**src/rtl/cond_pkg.sv**
```systemverilog
// Shared types and constants for the conditional-execution stage.
package cond_pkg;

   // ARM condition field encodings; NV (4'b1111) is the undefined slot.
   typedef enum logic [3:0] {
      EQ = 4'b0000,
      NE = 4'b0001,
      CS = 4'b0010,
      CC = 4'b0011,
      MI = 4'b0100,
      PL = 4'b0101,
      VS = 4'b0110,
      VC = 4'b0111,
      HI = 4'b1000,
      LS = 4'b1001,
      GE = 4'b1010,
      LT = 4'b1011,
      GT = 4'b1100,
      LE = 4'b1101,
      AL = 4'b1110,
      NV = 4'b1111
   } cond_e;

   // Architectural flag register layout, MSB first: {N,Z,C,V}.
   typedef struct packed {
      logic n;
      logic z;
      logic c;
      logic v;
   } flags_t;

   // FlagW bit masks: upper bit updates N,Z; lower bit updates C,V.
   localparam logic [1:0] FLAGW_NZ = 2'b10;
   localparam logic [1:0] FLAGW_CV = 2'b01;

endpackage

```
**src/rtl/cond_eval.sv**
```systemverilog
// Combinational condition evaluator: Cond field against the registered flags.
module cond_eval
   import cond_pkg::*;
#(
   parameter logic UNDEF_EXEC = 1'b0
) (
   input  logic [3:0] cond,
   input  flags_t     flags,
   output logic       condex
);

   // Decode the 4-bit condition field into a single pass/fail result.
   always_comb begin
      condex = UNDEF_EXEC;
      case (cond_e'(cond))
         EQ: condex = flags.z;
         NE: condex = ~flags.z;
         CS: condex = flags.c;
         CC: condex = ~flags.c;
         MI: condex = flags.n;
         PL: condex = ~flags.n;
         VS: condex = flags.v;
         VC: condex = ~flags.v;
         HI: condex = flags.c & ~flags.z;
         LS: condex = ~(flags.c & ~flags.z);
         GE: condex = (flags.n == flags.v);
         LT: condex = (flags.n != flags.v);
         GT: condex = ~flags.z & (flags.n == flags.v);
         LE: condex = ~(~flags.z & (flags.n == flags.v));
         AL: condex = 1'b1;
         default: condex = UNDEF_EXEC;
      endcase
   end

endmodule

```
**src/rtl/cond_logic.sv**
```systemverilog
// Conditional-execution stage: NZCV register, condition latch, undefined-
// condition sticky bit and gating of the datapath write enables.
module cond_logic
   import cond_pkg::*;
#(
   parameter logic [3:0] RESET_FLAGS = 4'b0000,
   parameter logic       UNDEF_EXEC  = 1'b0
) (
   input  logic       clk,
   input  logic       reset_n,
   input  logic [3:0] Cond,
   input  logic [3:0] ALUFlags,
   input  logic [1:0] FlagW,
   input  logic       CondEn,
   input  logic       RegW,
   input  logic       MemW,
   input  logic       PCS,
   input  logic       NextPC,
   input  logic       UndefClr,
   output logic [3:0] Flags,
   output logic       CondEx,
   output logic       CondExL,
   output logic       RegWrite,
   output logic       MemWrite,
   output logic       PCWrite,
   output logic       UndefErr
);

   flags_t flags_q;
   flags_t alu_flags;

   assign alu_flags = flags_t'(ALUFlags);
   assign Flags     = flags_q;

   // Condition is always judged on the registered flags, never on ALUFlags.
   cond_eval #(
      .UNDEF_EXEC (UNDEF_EXEC)
   ) u_cond_eval (
      .cond   (Cond),
      .flags  (flags_q),
      .condex (CondEx)
   );

   // Flag register: each half updates only when requested and the instruction passes.
   always_ff @(posedge clk or negedge reset_n) begin
      if (!reset_n) begin
         flags_q <= flags_t'(RESET_FLAGS);
      end else begin
         if (((FlagW & FLAGW_NZ) != 2'b00) && CondEx) begin
            flags_q.n <= alu_flags.n;
            flags_q.z <= alu_flags.z;
         end
         if (((FlagW & FLAGW_CV) != 2'b00) && CondEx) begin
            flags_q.c <= alu_flags.c;
            flags_q.v <= alu_flags.v;
         end
      end
   end

   // Hold the condition result for the later FSM states of this instruction.
   always_ff @(posedge clk or negedge reset_n) begin
      if (!reset_n) begin
         CondExL <= 1'b0;
      end else if (CondEn) begin
         CondExL <= CondEx;
      end
   end

   // Sticky undefined-condition flag; a new set beats a simultaneous clear.
   always_ff @(posedge clk or negedge reset_n) begin
      if (!reset_n) begin
         UndefErr <= 1'b0;
      end else if (CondEn && (cond_e'(Cond) == NV)) begin
         UndefErr <= 1'b1;
      end else if (UndefClr) begin
         UndefErr <= 1'b0;
      end
   end

   // Gate write enables; reset_n is folded in so NextPC cannot write during reset.
   always_comb begin
      RegWrite = reset_n & RegW & CondExL;
      MemWrite = reset_n & MemW & CondExL;
      PCWrite  = reset_n & ((PCS & CondExL) | NextPC);
   end

endmodule

```
**config.mk**
```make
export PLATFORM = sky130hd
export DESIGN_NAME = cond_logic
export DESIGN_NICKNAME = d
export VERILOG_FILES = /design/src/rtl/cond_pkg.sv /design/src/rtl/cond_eval.sv /design/src/rtl/cond_logic.sv
export SDC_FILE = /design/constraint.sdc
export NUM_CORES = 1
export LEC_CHECK = 0
export CAP_MARGIN = 20
export CORE_MARGIN = 2
export CORE_UTILIZATION = 40
export CTS_BUF_LIST = sky130_fd_sc_hd__clkbuf_4 sky130_fd_sc_hd__clkbuf_8 sky130_fd_sc_hd__clkbuf_16
export DETAILED_ROUTE_END_ITERATION = 16
export GPL_ROUTABILITY_DRIVEN = 0
export PLACE_DENSITY = 0.82
export RECOVER_POWER = 50
export SYNTH_ARGS = -nofsm -noshare
export SYNTH_HDL_FRONTEND = slang
export SYNTH_SLANG_ARGS = --single-unit
export TNS_END_PERCENT = 50
```
**constraint.sdc**
```tcl
create_clock -name clk -period 2.9 [get_ports clk]
set_input_delay 0.58 -clock clk [delete_from_list [all_inputs] [get_ports clk]]
set_output_delay 0.58 -clock clk [all_outputs]
set_load 0.02 [all_outputs]
```
==> reports/metrics.json <==
{
  "outcome": {"value": "finished, final reports clean"},
  "grt_use_met3": {"value": 5.532, "unit": "%"},
  "holdPathStages": {"value": 2},
  "critPathRequiredTime": {"value": 2.32, "unit": "ns"},
  "combinational_cell_fraction_of_total_power": {"value": 70.5, "unit": "%"},
  "place_inst": {"value": 127},
  "regToRegStartpoint": {"value": "Flags[2]"},
  "remaining_drcs": {"value": 0},
  "r2r_cells": {"value": 6},
  "worst_slew_pin_slew": {"value": 0.4069, "unit": "ns"},
  "post_synth_main_area_contributors": {"value": "dfrtp_1 (25%), o211ai_2 (8.2%), o211ai_1 (6.1%), nand2b_1 (5.1%), nand3b_1 (4.9%)"},
  "clk_pin_slew": {"value": 0.05, "unit": "ns"},
  "synth-edff-count": {"value": 0},
  "worstReg2RegEnd": {"value": "Flags[2]"},
  "drtIter0Drc": {"value": 12},
  "ys.flop_type": {"value": "dfrtp_1"},
  "cells_after_synth": {"value": 70},
  "post_cts_buffers": {"value": 0},
  "final_standard_cell_count_with_taps_included_and_fillers_excluded": {"value": 130},
  "worst_ir_drop_vdd": {"value": 0.0004549, "unit": "V"},
  "worst_hold_slack": {"value": 0.5369, "unit": "ns"},
  "global_route_wire_length_before_repair": {"value": 3.022, "unit": "mm"},
  "synth_top_cell_area_share": {"value": 24.54, "unit": "%"},
  "drt-vias-per-instance": {"value": 5.554},
  "initial_core_util": {"value": 41.58, "unit": "%"},
  "cts-root-to-sink-buffers": {"value": 2},
  "hp-start": {"value": "UndefErr"},
  "grt.overflow.total": {"value": 0},
  "timing.final.crit_period": {"value": 2.849, "unit": "ns"},
  "worstPathBufferInverterCount": {"value": 4},
  "clock_power_share": {"value": 10.5, "unit": "%"},
  "seq_area_frac_synth": {"value": 24.54, "unit": "%"},
  "worst-r2r-setup-slack": {"value": 0.94, "unit": "ns"},
  "grt_most_used_layer": {"value": "met2"},
  "timing.final.crit_share": {"value": 98.24, "unit": "%"},
  "drv.max_cap_violation_count": {"value": 0},
  "clockRootBuffer": {"value": "clkbuf_4"},
  "cts_num_sinks": {"value": 6},
  "power_switching": {"value": 0.0003264, "unit": "W"},
  "final_cell_mix": {"value": "clkdlybuf4s50_1 (19), buf_4 (17), dfrtp_1 (6), inv_1 (6), nand2_1 (6)"},
  "drive_gt1_share": {"value": 27.19, "unit": "%"},
  "cp_slowest_cell": {"value": "clkdlybuf4s50_1"},
  "netSwitchingFraction": {"value": 43.58, "unit": "%"},
  "grtUsageTotal": {"value": 22.35, "unit": "%"},
  "critical_path.endpoint_type": {"value": "output port"},
  "synth_seq_cells": {"value": 6},
  "min_delay_worst_endpoint": {"value": "UndefErr"},
  "relSlewSlack": {"value": 72.68, "unit": "%"},
  "worstSetupPathType": {"value": "in -> out"},
  "detail_route.wl_per_cell": {"value": 15.23, "unit": "um"},
  "synth_warnings": {"value": 0},
  "fin_tns_setup": {"value": 0, "unit": "ns"},
  "power_leakage": {"value": 0.4537, "unit": "nW"},
  "cp_data_arrival_time": {"value": 2.27, "unit": "ns"},
  "grt_antenna_before_repair": {"value": 0},
  "start_kind": {"value": "input pin"},
  "asyncSetResetFlopFracSynth": {"value": 100.0, "unit": "%"},
  "p_per_area": {"value": 710.9, "unit": "nW/um^2"},
  "worstPathCellList": {"value": "clkdlybuf4s50_1 -> buf_4 -> a21oi_4 -> o41ai_4 -> o211a_4 -> inv_1 -> buf_4"},
  "clkLatencyLatePin": {"value": 0.25, "unit": "ns"},
  "count_of_endpoints_failing_setup_in_the_final_report": {"value": 0},
  "setup.worst_path.start": {"value": "Cond[0]"},
  "drt-pass1-iter-count": {"value": 4},
  "cell_class_contributing_the_biggest_share_of_worst_path_delay": {"value": "buffers and inverters"},
  "io_pins": {"value": 28},
  "post_cts_hold_fix_bufs": {"value": 0},
  "synth.distinct_cells": {"value": 30},
  "highest_fanout_seen_on_the_critical_path": {"value": 9},
  "path_common_cell": {"value": "buf_4"},
  "met1_usage": {"value": 25.19, "unit": "%"},
  "std_cell_rows": {"value": 14},
  "avg_cell_area_syn": {"value": 8.741, "unit": "sq um"},
  "hold_viol": {"value": 0},
  "detailroute.via_count": {"value": 722},
  "grt_start_max_net_pins": {"value": 10},
  "synth_top_cell_by_area": {"value": "dfrtp_1"},
  "worst_hold_path_type": {"value": "reg -> reg"},
  "groute.layer.met2.usage": {"value": 38.51, "unit": "%"},
  "floorplan.die_area": {"value": 1858, "unit": "sq um"},
  "max_freq": {"value": 351.0, "unit": "MHz"},
  "numCtsBuffers": {"value": 3},
  "dp_hpwl": {"value": 1.530, "unit": "mm"},
  "fp.dieH": {"value": 43.11, "unit": "um"},
  "fin_nets": {"value": 134},
  "internal-power": {"value": 0.0004226, "unit": "W"},
  "design_area": {"value": 1054, "unit": "sq um"},
  "mappedNetlistArea": {"value": 611.8, "unit": "sq um"},
  "totalPowerFinal": {"value": 0.0007490, "unit": "W"},
  "tritoncts_clock_tree": {"value": "done"},
  "syn2layout_area_growth": {"value": 72.19, "unit": "%"},
  "cts-htree-levels": {"value": 1},
  "placed_cell_area": {"value": 1008, "unit": "sq um"},
  "power_frac_seq": {"value": 18.9, "unit": "%"},
  "timing.critical_path.slowest_cell_delay": {"value": 0.67, "unit": "ns"},
  "final.setup_skew": {"value": 0.007010, "unit": "ns"},
  "routed_wl": {"value": 1.980, "unit": "mm"},
  "core-area": {"value": 1471, "unit": "sq um"},
  "antenna_cells_inserted": {"value": 0},
  "synth_nets": {"value": 88},
  "rsz_0062_raised_after_global_routing": {"value": "false"},
  "layout_commonest_cell": {"value": "clkdlybuf4s50_1"},
  "io_buffers": {"value": 27},
  "final.fill_count": {"value": 125},
  "first_global_vias": {"value": 699},
  "remaining_antenna_violation_count_after_routing": {"value": 0},
  "fp.dieW": {"value": 43.11, "unit": "um"},
  "timing.final.max_slew_violations": {"value": 0}
}
==> per-stage QoR <==
step | util, % | setup slack (ns)
6_report | 71.60 | 0.05114
5_1_grt | 71.60 | 0.004316
4_1_cts | 69.90 | 0.006166
3_5_place_dp | 68.54 | -0.4178
3_3_place_gp | 68.54 | -0.3570
2_1_floorplan | - | 0.3996
==> Yosys cell counts (2+ instances only) <==
master,n
nand2_1,6
o211ai_1,5
nor3b_1,2
nand2b_1,5
a21oi_1,3
and3_1,2
inv_1,6
xnor2_1,3
dfrtp_1,6
nand3b_1,4
a211oi_1,2
nand3_1,2
nor2_1,3
o211ai_2,4
buf_2,2
==> sequential cells by signal, summed over array words and instances (netlist names) <==
| name | flops |
|---|---|
| Flags | 4 |
| CondExL | 1 |
| UndefErr | 1 |
==> cell type report <==
type                    instances  area, sq um  share of cell area, %
clock buffers                   3        22.52                  2.138
inverters                       6        22.52                  2.138
multi-input cells              55        441.7                  41.92
flip-flops and latches          6        150.1                  14.25
well taps                      16        20.02                  1.900
repair buffers                 44        396.6                  37.65
==> repair_timing <==
action | 4_1_cts | 5_1_grt
pin swaps | 1 | 1
endpoints found under the setup margin | 1 | 1
resized for setup | 5 | 4
==> power groups by stage <==
stage               clock (W)  combinational (W)  sequential (W)
floorplan                   0           0.000216        0.000203
global placement            0           0.000501        0.000143
detailed placement          0           0.000516        0.000143
CTS                 0.0000816           0.000516        0.000142
global route        0.0000854           0.000561        0.000145
finish              0.0000790           0.000528        0.000142
==> worst max-delay path by stage <==
stage	to	cells past startpoint
floorplan	CondEx	6
global placement	CondEx	7
detailed placement	CondEx	7
CTS	CondEx	7
global route	CondEx	7
finish	CondEx	7
==> logic make-up after synthesis <==
kind of cell    synth area share (%)
xor+xnor                       4.295
flops                          24.54
simple gates                   29.45
buf+inv                        7.157
compound gates                 34.56
==> worst min-delay path, delay by kind of cell (launching register included) <==
kind | cells | cell delay (ns)
AO/OA/AOI/OAI | 1 | 0.06
buffers and inverters | 1 | 0.06
flip-flops | 1 | 0.37
==> routing by layer <==
layer | share of wire [%] | up-vias | routed length (um)
met2 | 52 | 34 | 1021
met5 | 0 | - | 0
met3 | 8.4 | 5 | 167
li1 | - | 348 | -
met4 | 1.7 | 0 | 33
met1 | 38 | 335 | 758
Power figures use the tool's default switching activity.
